[config.mk]
export PLATFORM = sky130hd
export DESIGN_NAME = cia_tod_counter
export DESIGN_NICKNAME = d
export VERILOG_FILES = /design/src/rtl/cia_pkg.sv /design/src/rtl/cia_tod_prescaler.sv /design/src/rtl/cia_tod_counter.sv
export SDC_FILE = /design/constraint.sdc
export NUM_CORES = 1
export LEC_CHECK = 0
export CAP_MARGIN = 5
export CORE_AREA = 2 2 92 94
export CTS_BUF_LIST = sky130_fd_sc_hd__clkbuf_4
export DETAILED_ROUTE_END_ITERATION = 7
export DIE_AREA = 0 0 94 96
export PLACE_DENSITY = 0.77
export SYNTH_ARGS = -nofsm -noshare
export SYNTH_HDL_FRONTEND = slang
export SYNTH_SLANG_ARGS = --single-unit
[constraint.sdc]
create_clock -name clk -period 2.6 [get_ports clk]
set_input_delay 0.52 -clock clk [delete_from_list [all_inputs] [get_ports clk]]
set_output_delay 0.52 -clock clk [all_outputs]
set_load 0.01 [all_outputs]
[src/rtl/cia_pkg.sv]
// rtl/cia_pkg.sv - shared constants and helpers for the CIA TOD counter
//
// Purpose : TCR bit positions, alarm reset pattern and byte-index helpers
//           used by cia_tod_counter and cia_tod_prescaler.
// Ports   : none (package).

package cia_pkg;

    // TCR bit 7 selects alarm (1) or TOD (0) as the target of byte writes.
    localparam int CIA_TCR_ALARM_BIT = 7;

    // Alarm powers up as all ones; sliced down to the configured width.
    localparam logic [31:0] CIA_ALARM_RESET = 32'hFFFF_FFFF;

    // Byte 0 is the low byte: writing it starts counting, reading it
    // releases the read latch.
    localparam int CIA_BYTE_LO = 0;

    // The top byte stops counting on write and freezes the latch on read.
    function automatic int cia_top_byte(input int bytes);
        return bytes - 1;
    endfunction

endpackage

[src/rtl/cia_tod_prescaler.sv]
// rtl/cia_tod_prescaler.sv - programmable tick divider for the CIA TOD counter
//
// Purpose : divides the incoming tick strobe by prediv+1 and emits one inc
//           per completed period. Counter is held while counting is disabled
//           and cleared on every prediv write.
// Ports   :
//   clk        in   system clock
//   reset      in   synchronous, active-high, sampled only when clk7_en=1
//   clk7_en    in   clock enable
//   tick       in   count strobe, one clk7_en cycle wide
//   count_ena  in   counting enabled
//   prediv_wr  in   prediv is being written this cycle (clears pre_cnt)
//   prediv     in   divide ratio minus one
//   inc        out  combinational increment request for this cycle

module cia_tod_prescaler
    import cia_pkg::*;
#(
    parameter int PRE_W = 4
) (
    input  logic             clk,
    input  logic             reset,
    input  logic             clk7_en,
    input  logic             tick,
    input  logic             count_ena,
    input  logic             prediv_wr,
    input  logic [PRE_W-1:0] prediv,
    output logic             inc
);

    localparam logic [PRE_W-1:0] ONE = {{(PRE_W-1){1'b0}}, 1'b1};

    logic [PRE_W-1:0] pre_cnt;
    logic             period_end;

    assign period_end = (pre_cnt == prediv);
    assign inc        = clk7_en && tick && count_ena && period_end;

    always_ff @(posedge clk) begin
        if (clk7_en) begin
            if (reset) begin
                pre_cnt <= '0;
            end else if (prediv_wr) begin
                pre_cnt <= '0;
            end else if (tick && count_ena) begin
                pre_cnt <= period_end ? '0 : pre_cnt + ONE;
            end
        end
    end

endmodule

[src/rtl/cia_tod_counter.sv]
// rtl/cia_tod_counter.sv - parametrised CIA time-of-day counter with alarm irq
//
// Purpose : N-byte binary TOD counter with prescaled tick, read latch,
//           alarm compare and a two-cycle alarm irq pulse.
//           Build macro CIA_TOD_CARRY_BUG_EN: split the increment at bit
//           SPLIT with a one-cycle delayed carry into the upper part
//           (8520 transient mid-count glitch). Undefined: single
//           full-width increment.
// Ports   :
//   clk       in   system clock
//   reset     in   synchronous, active-high, sampled only when clk7_en=1
//   clk7_en   in   clock enable for all state
//   wr        in   1=write, 0=read of the selected register
//   sel       in   one-hot TOD/alarm byte select
//   tcr       in   control register select (bit7=ALARM, low bits=prediv)
//   data_in   in   write data
//   data_out  out  read data, 0 when nothing selected or wr=1
//   tick      in   count strobe
//   irq       out  alarm match request

module cia_tod_counter
    import cia_pkg::*;
#(
    parameter int BYTES = 3,
    parameter int PRE_W = 4,
    parameter int SPLIT = 12
) (
    input  logic             clk,
    input  logic             reset,
    input  logic             clk7_en,
    input  logic             wr,
    input  logic [BYTES-1:0] sel,
    input  logic             tcr,
    input  logic [7:0]       data_in,
    output logic [7:0]       data_out,
    input  logic             tick,
    output logic             irq
);

    localparam int             W         = BYTES * 8;
    localparam int             TOP       = cia_top_byte(BYTES);
    localparam logic [W-1:0]   ALARM_RST = CIA_ALARM_RESET[W-1:0];
    localparam logic [W-1:0]   ONE_W     = {{(W-1){1'b0}}, 1'b1};

    if (BYTES < 2 || BYTES > 4 || PRE_W < 1 || PRE_W > 7 ||
        SPLIT < 1 || SPLIT >= BYTES * 8) begin : g_bad_params
        $error("cia_tod_counter: parameter out of range");
    end

    logic [W-1:0]     tod;
    logic [W-1:0]     tod_next;
    logic [W-1:0]     alarm;
    logic [W-1:0]     tod_latch;
    logic [PRE_W-1:0] prediv;
    logic             alarm_sel;
    logic             count_ena;
    logic             latch_ena;
    logic             inc_d;
    logic             inc_d2;

    logic             inc;
    logic             inc_eff;
    logic             tod_wr;
    logic             alarm_wr;
    logic             tcr_wr;
    logic             rd_top;
    logic             rd_lo;

    // tcr takes the access when asserted; byte selects are ignored then.
    assign tcr_wr   = wr && tcr;
    assign tod_wr   = wr && !tcr && !alarm_sel && (|sel);
    assign alarm_wr = wr && !tcr &&  alarm_sel && (|sel);
    assign rd_top   = !wr && !tcr && !alarm_sel && sel[TOP];
    assign rd_lo    = !wr && !tcr && sel[CIA_BYTE_LO];

    // A TOD write in the same cycle as an increment wins; the increment is
    // dropped (the prescaler has still consumed its tick).
    assign inc_eff  = inc && !tod_wr;

    cia_tod_prescaler #(
        .PRE_W(PRE_W)
    ) u_prescaler (
        .clk       (clk),
        .reset     (reset),
        .clk7_en   (clk7_en),
        .tick      (tick),
        .count_ena (count_ena),
        .prediv_wr (tcr_wr),
        .prediv    (prediv),
        .inc       (inc)
    );

`ifdef CIA_TOD_CARRY_BUG_EN
    localparam logic [W-SPLIT-1:0] ONE_HI = {{(W-SPLIT-1){1'b0}}, 1'b1};
    localparam logic [SPLIT-1:0]   ONE_LO = {{(SPLIT-1){1'b0}}, 1'b1};

    // Carry out of the low field, applied to the high field one cycle late.
    logic carry_q;

    always_ff @(posedge clk) begin
        if (clk7_en) begin
            if (reset) begin
                carry_q <= 1'b0;
            end else begin
                carry_q <= inc_eff && (&tod[SPLIT-1:0]);
            end
        end
    end

    always_comb begin
        tod_next = tod;
        if (count_ena && carry_q) begin
            tod_next[W-1:SPLIT] = tod[W-1:SPLIT] + ONE_HI;
        end
        if (inc_eff) begin
            tod_next[SPLIT-1:0] = tod[SPLIT-1:0] + ONE_LO;
        end
        if (tod_wr) begin
            for (int i = 0; i < BYTES; i++) begin
                if (sel[i]) begin
                    tod_next[8*i +: 8] = data_in;
                end
            end
        end
    end
`else
    always_comb begin
        tod_next = tod;
        if (inc_eff) begin
            tod_next = tod + ONE_W;
        end
        if (tod_wr) begin
            for (int i = 0; i < BYTES; i++) begin
                if (sel[i]) begin
                    tod_next[8*i +: 8] = data_in;
                end
            end
        end
    end
`endif

    always_ff @(posedge clk) begin
        if (clk7_en) begin
            if (reset) begin
                tod       <= '0;
                alarm     <= ALARM_RST;
                tod_latch <= '0;
                prediv    <= '0;
                alarm_sel <= 1'b0;
                count_ena <= 1'b0;
                latch_ena <= 1'b1;
                inc_d     <= 1'b0;
                inc_d2    <= 1'b0;
            end else begin
                tod <= tod_next;

                if (alarm_wr) begin
                    for (int i = 0; i < BYTES; i++) begin
                        if (sel[i]) begin
                            alarm[8*i +: 8] <= data_in;
                        end
                    end
                end

                if (tcr_wr) begin
                    alarm_sel <= data_in[CIA_TCR_ALARM_BIT];
                    prediv    <= data_in[PRE_W-1:0];
                end

                // Top byte write stops the clock, byte 0 (or a tcr write with
                // ALARM=0) restarts it; byte 0 has the last word.
                if (tod_wr && sel[TOP]) begin
                    count_ena <= 1'b0;
                end
                if ((tod_wr && sel[CIA_BYTE_LO]) ||
                    (tcr_wr && !data_in[CIA_TCR_ALARM_BIT])) begin
                    count_ena <= 1'b1;
                end

                // The latch still captures on the edge of the freezing read,
                // so the frozen value is the TOD at the time of that read.
                if (latch_ena) begin
                    tod_latch <= tod;
                end
                if (rd_top) begin
                    latch_ena <= 1'b0;
                end
                if (rd_lo) begin
                    latch_ena <= 1'b1;
                end

                // A TOD load flushes the pipe so a loaded match cannot fire.
                inc_d  <= inc_eff;
                inc_d2 <= tod_wr ? 1'b0 : inc_d;
            end
        end
    end

    always_comb begin
        data_out = '0;
        if (!wr) begin
            if (tcr) begin
                data_out[CIA_TCR_ALARM_BIT] = alarm_sel;
                data_out[PRE_W-1:0]         = prediv;
            end else begin
                for (int i = 0; i < BYTES; i++) begin
                    if (sel[i]) begin
                        data_out = data_out | tod_latch[8*i +: 8];
                    end
                end
            end
        end
    end

    assign irq = (tod == alarm) && (inc_d || inc_d2);

endmodule

### Yosys cells after proc, flatten, opt, wreduce, memory -nomap -nowiden

Cells that the tools add are included.

* register bits: 85
* output and inout port bits: 9

* $add $sub $neg: 2
* equality and inequality tests: 2
* muxes and demuxes: 28
* bitwise gates (word level): 2
* reduce and logical (&&, ||, !) cells: 47

Operator list (count)
* $mux 8: 14
* $mux 24: 4
* $add 24x1->24 const B: 1
* $eq 24x24->1: 1
* $logic_and 1x1->1: 19
* $mux 4: 4
* $or 8x8->8: 2
* $reduce_bool 2->1: 6
* $reduce_and 2->1: 5
* $reduce_and 3->1: 3
* $reduce_bool 3->1: 3
* $reduce_or 2->1: 3
* $logic_not 1->1: 5
* $mux 1: 5
* $add 4x1->4 const B: 1
* $eq 4x4->1: 1
* $mux 3: 1
* $reduce_or 3->1: 1
* $logic_or 1x1->1: 2

### Logic depth before layout (Yosys ltp)

* depth in word-level cells: 11
* depth in mapped cells: 8
* gate-level depth less buffers: 6

### By module

A second synthesis with hierarchy kept.

* cell total of the unflattened synthesis: 396
* area total of the unflattened synthesis: 4519.3 µm²

Modules (own cells, without submodules)
* cia_tod_counter: instances 1, cells an instance 376, area an instance 4266.6 µm²
* cia_tod_prescaler: instances 1, cells an instance 20, area an instance 252.7 µm²

### Worst setup path before layout

Ideal clock, no wire load.

* path type: input to register
* from: input port sel[2]
* to: register tod[13], data pin
* setup time: 0.174 ns
* arrival: 2.442 ns
* required time: 2.426 ns
* path slack: -0.016 ns
* cell stages on the path: 7
* path buffers: 2
* cells stage by stage: or3_1 > a21o_1 > buf_6 > or4_4 > buf_2 > or3_1 > a311oi_1

* longest elaborated chain between the ends: 7

RTL lines
* start: declaration: line cia_tod_counter.sv:32 `input logic [BYTES-1:0] sel,`
* $reduce_or 3->1 (*): line cia_tod_counter.sv:71 `assign tod_wr = wr && !tcr && !alarm_sel && (|sel);`
* $logic_and 1x1->1 (*): line cia_tod_counter.sv:71
* $logic_not 1->1: line cia_tod_counter.sv:78 `assign inc_eff = inc && !tod_wr;`
* $logic_and 1x1->1: line cia_tod_counter.sv:78
* $mux 24: line cia_tod_counter.sv:129 `if (inc_eff) begin`
* $mux 8: line cia_tod_counter.sv:134 `if (sel[i]) begin`
* $mux 24 (*): line cia_tod_counter.sv:132 `if (tod_wr) begin`
* end signal: assignment: line cia_tod_counter.sv:155 `tod <= tod_next;`
* end: declaration: line cia_tod_counter.sv:50 `logic [W-1:0] tod;`

Every way passes the cells marked *; elsewhere a longest branch is shown, timed or not.
A chain may end at the register's enable or synchronous reset.

### Worst setup path in the final report

* from: register tod[6]
* to: output port irq

* longest elaborated chain between the ends: 2

RTL lines
* $eq 24x24->1: line cia_tod_counter.sv:215 `assign irq = (tod == alarm) && (inc_d || inc_d2);`
* $logic_and 1x1->1: line cia_tod_counter.sv:215
* end: declaration: line cia_tod_counter.sv:37 `output logic irq`

No other way between the ends.

==> summary.txt <==
Global route
  • Largest net degree at the start of global routing: 28
  • Met2 usage: 0.456
  • Global-route wire length before repair: about 18,000 µm
  • Vias in the first global route: between 3,000 and 4,000
  • Grt ovf: 0
  • Total Routing Usage GR: 0.271
  • Busiest metal layer after global routing: met2
  • GR Util met1: 0.368
  • Met3 track demand over resource: 0.0266
  • Initial antenna violation count: 0

Route
  • Post-Route WL: between 10,000 and 15,000 µm
  • DRT iter0 DRCs: 431
  • DRT Pass-1 Iters: 6
  • Post-route ant nets: 0
  • Vias: 3,507
  • Wirelength per Cell: a little over 20 µm
  • DRC Markers: 0
  • Drt via density: roughly 6

Layout
  • Commonest cells after routing, fill and taps aside: edfxtp_1, buf_4, nor2_1
  • Final nets: between 400 and 500
  • Design area: 0.00531 mm²
  • Finished Layout Cells: 570
  • P&R area growth vs syn: 20.6%
  • Layout cell share with drive strength beyond 1: 0.181
  • Fin util: 0.660
  • Diodes inserted: 0
  • Most common cell after layout, fill and taps aside: edfxtp_1

Synth
  • Synth top area share: 0.579
  • Seq/Total Area, Yosys: 0.579
  • Synth cell types: 36
  • Syn_area_per_cell: about 11 µm²
  • Register bit total from synthesis: 85
  • Ranking of synthesized cells by area: edfxtp_1, xnor2_1, nor2_1, nor2b_1, xor2_1
  • Total number of yosys warnings: 0
  • Mapped Area: 0.00441 mm²
  • Cell count after synthesis: a little under 400
  • Post-Syn Nets: ~410
  • Post-synth top area cell: edfxtp_1

STA
  • Fmax: approximately 0.39 GHz
  • Slew margin rel.: 0.632
  • Fin Hold WS: 618 ps
  • # setup viols final: 0
  • Worst Setup Slack, final: 61.8 ps
  • Slew @ Worst Pin: around 550 ps
  • Final worst path period need: 2540 ps
  • Final hold viol count: 0
  • Final slew viol count: 0
  • Clk_skew: approximately 20 ps
  • Setup_tns: 0 ps
  • Period utilization: 0.976
  • RSZ-0062 raised after global routing: true

Hold path
  • HP Class: in2reg

Die
  • Row count: 33
  • Vert. Die Dim: between 90 and 100 µm
  • Die area: approximately 0.009 mm²
  • Initial Utilization: 0.547
  • Core Area: roughly 0.0081 mm²
  • Die span in x: around 94 µm
  • I/O pin cnt: 26

Worst setup path
  • Crit Path Category: reg2out
  • Crit end category: output pin
  • Worst setup SP type: flop
  • Arrival time at the worst endpoint: around 2000 ps
  • Highest net fanout along the worst path: 2
  • Required time worst endpoint: 2080 ps

Flow run
  • Max cap viols: 0

Place
  • RD Place Congestion: between 0.9 and 1
  • Area after DPL: a little over 0.005 mm²
  • Pre-CTS setup slack: -448 ps
  • Cell Count Post-Placement: approximately 540
  • PortBufs: 25
  • Final HPWL DP: 8280 µm

Run status
  • Status: finished clean

Power
  • Overall power: between 3 and 4 mW
  • Seq pwr share: 0.546
  • Clock network fraction of total power: 0.319
  • Psw: 0.772 mW
  • PD cells: 576 mW/mm²
  • Cell-internal power: around 2.3 mW
  • Leakage power: about 1.9 nW
  • Switching Fraction: 0.252
  • Combinational share of power: 0.135
  • Maximum VDD drop: 326 µV

Clock tree
  • Clock tree buffer depth: 2
  • Clock Sink Count: 85
  • CTS Root Cell: clkbuf_4
  • Clock slew at reported path FFs: 150 ps
  • TritonCTS clock tree: built
  • Maximum level of the CTS H-tree: 3
  • Clk_lat worst skew: roughly 450 ps
  • CTS buffer count: 9
==> layer usage <==
metal	part of all wire	vias up
met5	0	-
met4	0.021	0
met3	0.087	22
met2	0.48	210
met1	0.41	1663
li1	-	1612
==> state kept, by name, indices dropped and copies added (netlist names), 4 cells and up <==
name,count
prediv,4
tod,24
alarm,24
u_prescaler.pre_cnt,4
tod_latch,24
==> final cells by class <==
| cell class | count | area, µm² |
|---|---|---|
| Fill cell | 639 | 2740 |
| Sequential cell | 85 | 2550 |
| Multi-Input combinational cell | 279 | 1750 |
| Timing Repair Buffer | 79 | 669 |
| Tap cell | 105 | 131 |
| Clock inverter | 7 | 120 |
| Clock buffer | 9 | 67.6 |
| Inverter | 6 | 22.5 |
==> Yosys cell counts, drive strengths merged <==
| cell type | n |
|---|---|
| buf | 4 |
| edfxtp | 85 |
| nand3 | 15 |
| and4 | 1 |
| o211ai | 1 |
| clkbuf | 19 |
| xnor2 | 24 |
| and3b | 1 |
| nand2 | 16 |
| mux2i | 1 |
| o31a | 1 |
| a21oi | 14 |
| and3 | 8 |
| nor2 | 47 |
| inv | 6 |
| a222oi | 8 |
| a21o | 1 |
| nor4 | 13 |
| nor3 | 13 |
| or2 | 9 |
| and2 | 3 |
| xor2 | 16 |
| nor2b | 27 |
| a2111oi | 2 |
| or3 | 5 |
| ha | 2 |
| nor3b | 2 |
| or4 | 5 |
| a211oi | 12 |
| o31ai | 4 |
| a311oi | 8 |
| o21ai | 11 |
| nand4 | 9 |
==> cells by family after synthesis <==
logic type,Yosys count,synth area share
AOI/OAI and AO/OA,62,0.0991
xor gates and xnor gates,40,0.0795
adders and majority gates,2,0.00568
buffers and inverters,29,0.0267
DFF,85,0.579
muxes,1,0.00227
and+or+nand+nor,174,0.207
==> worst max-delay path, stage by stage (launching register included) <==
cell      delay (ps)
edfxtp_1         480
xor2_1           190
nor4_1           290
nand3_1          150
nor4_2           270
buf_2            180
==> worst paths after layout <==
kind                                from                     end  slack (ps)  cells after the start
setup reg to reg                  tod[3]                 tod[19]         180                      6
hold reg to reg   u_prescaler.pre_cnt[3]  u_prescaler.pre_cnt[3]         660                      2
hold / removal                     reset            tod_latch[3]         620                      2
setup / recovery                  tod[6]                     irq          60                      5
==> timing repair <==
| action | CTS | global route |
|---|---|---|
| resized for setup | 10 | 8 |
| pin swaps | 5 | 7 |
| setup endpoints to repair | 7 | 8 |
| buffers inserted | 2 | 7 |
| hold buffers | 0 | 0 |
| gates cloned | 0 | 1 |
==> power groups by stage <==
stage               Clock [mW]  Sequential, mW  Combinational [mW]
CTS                      0.976            1.67               0.396
global placement             0            1.70               0.381
global route              1.02            1.68               0.450
detailed placement           0            1.70               0.390
floorplan                    0            1.69               0.206
finish                   0.975            1.67               0.413
(Power assumes the default switching activity.)
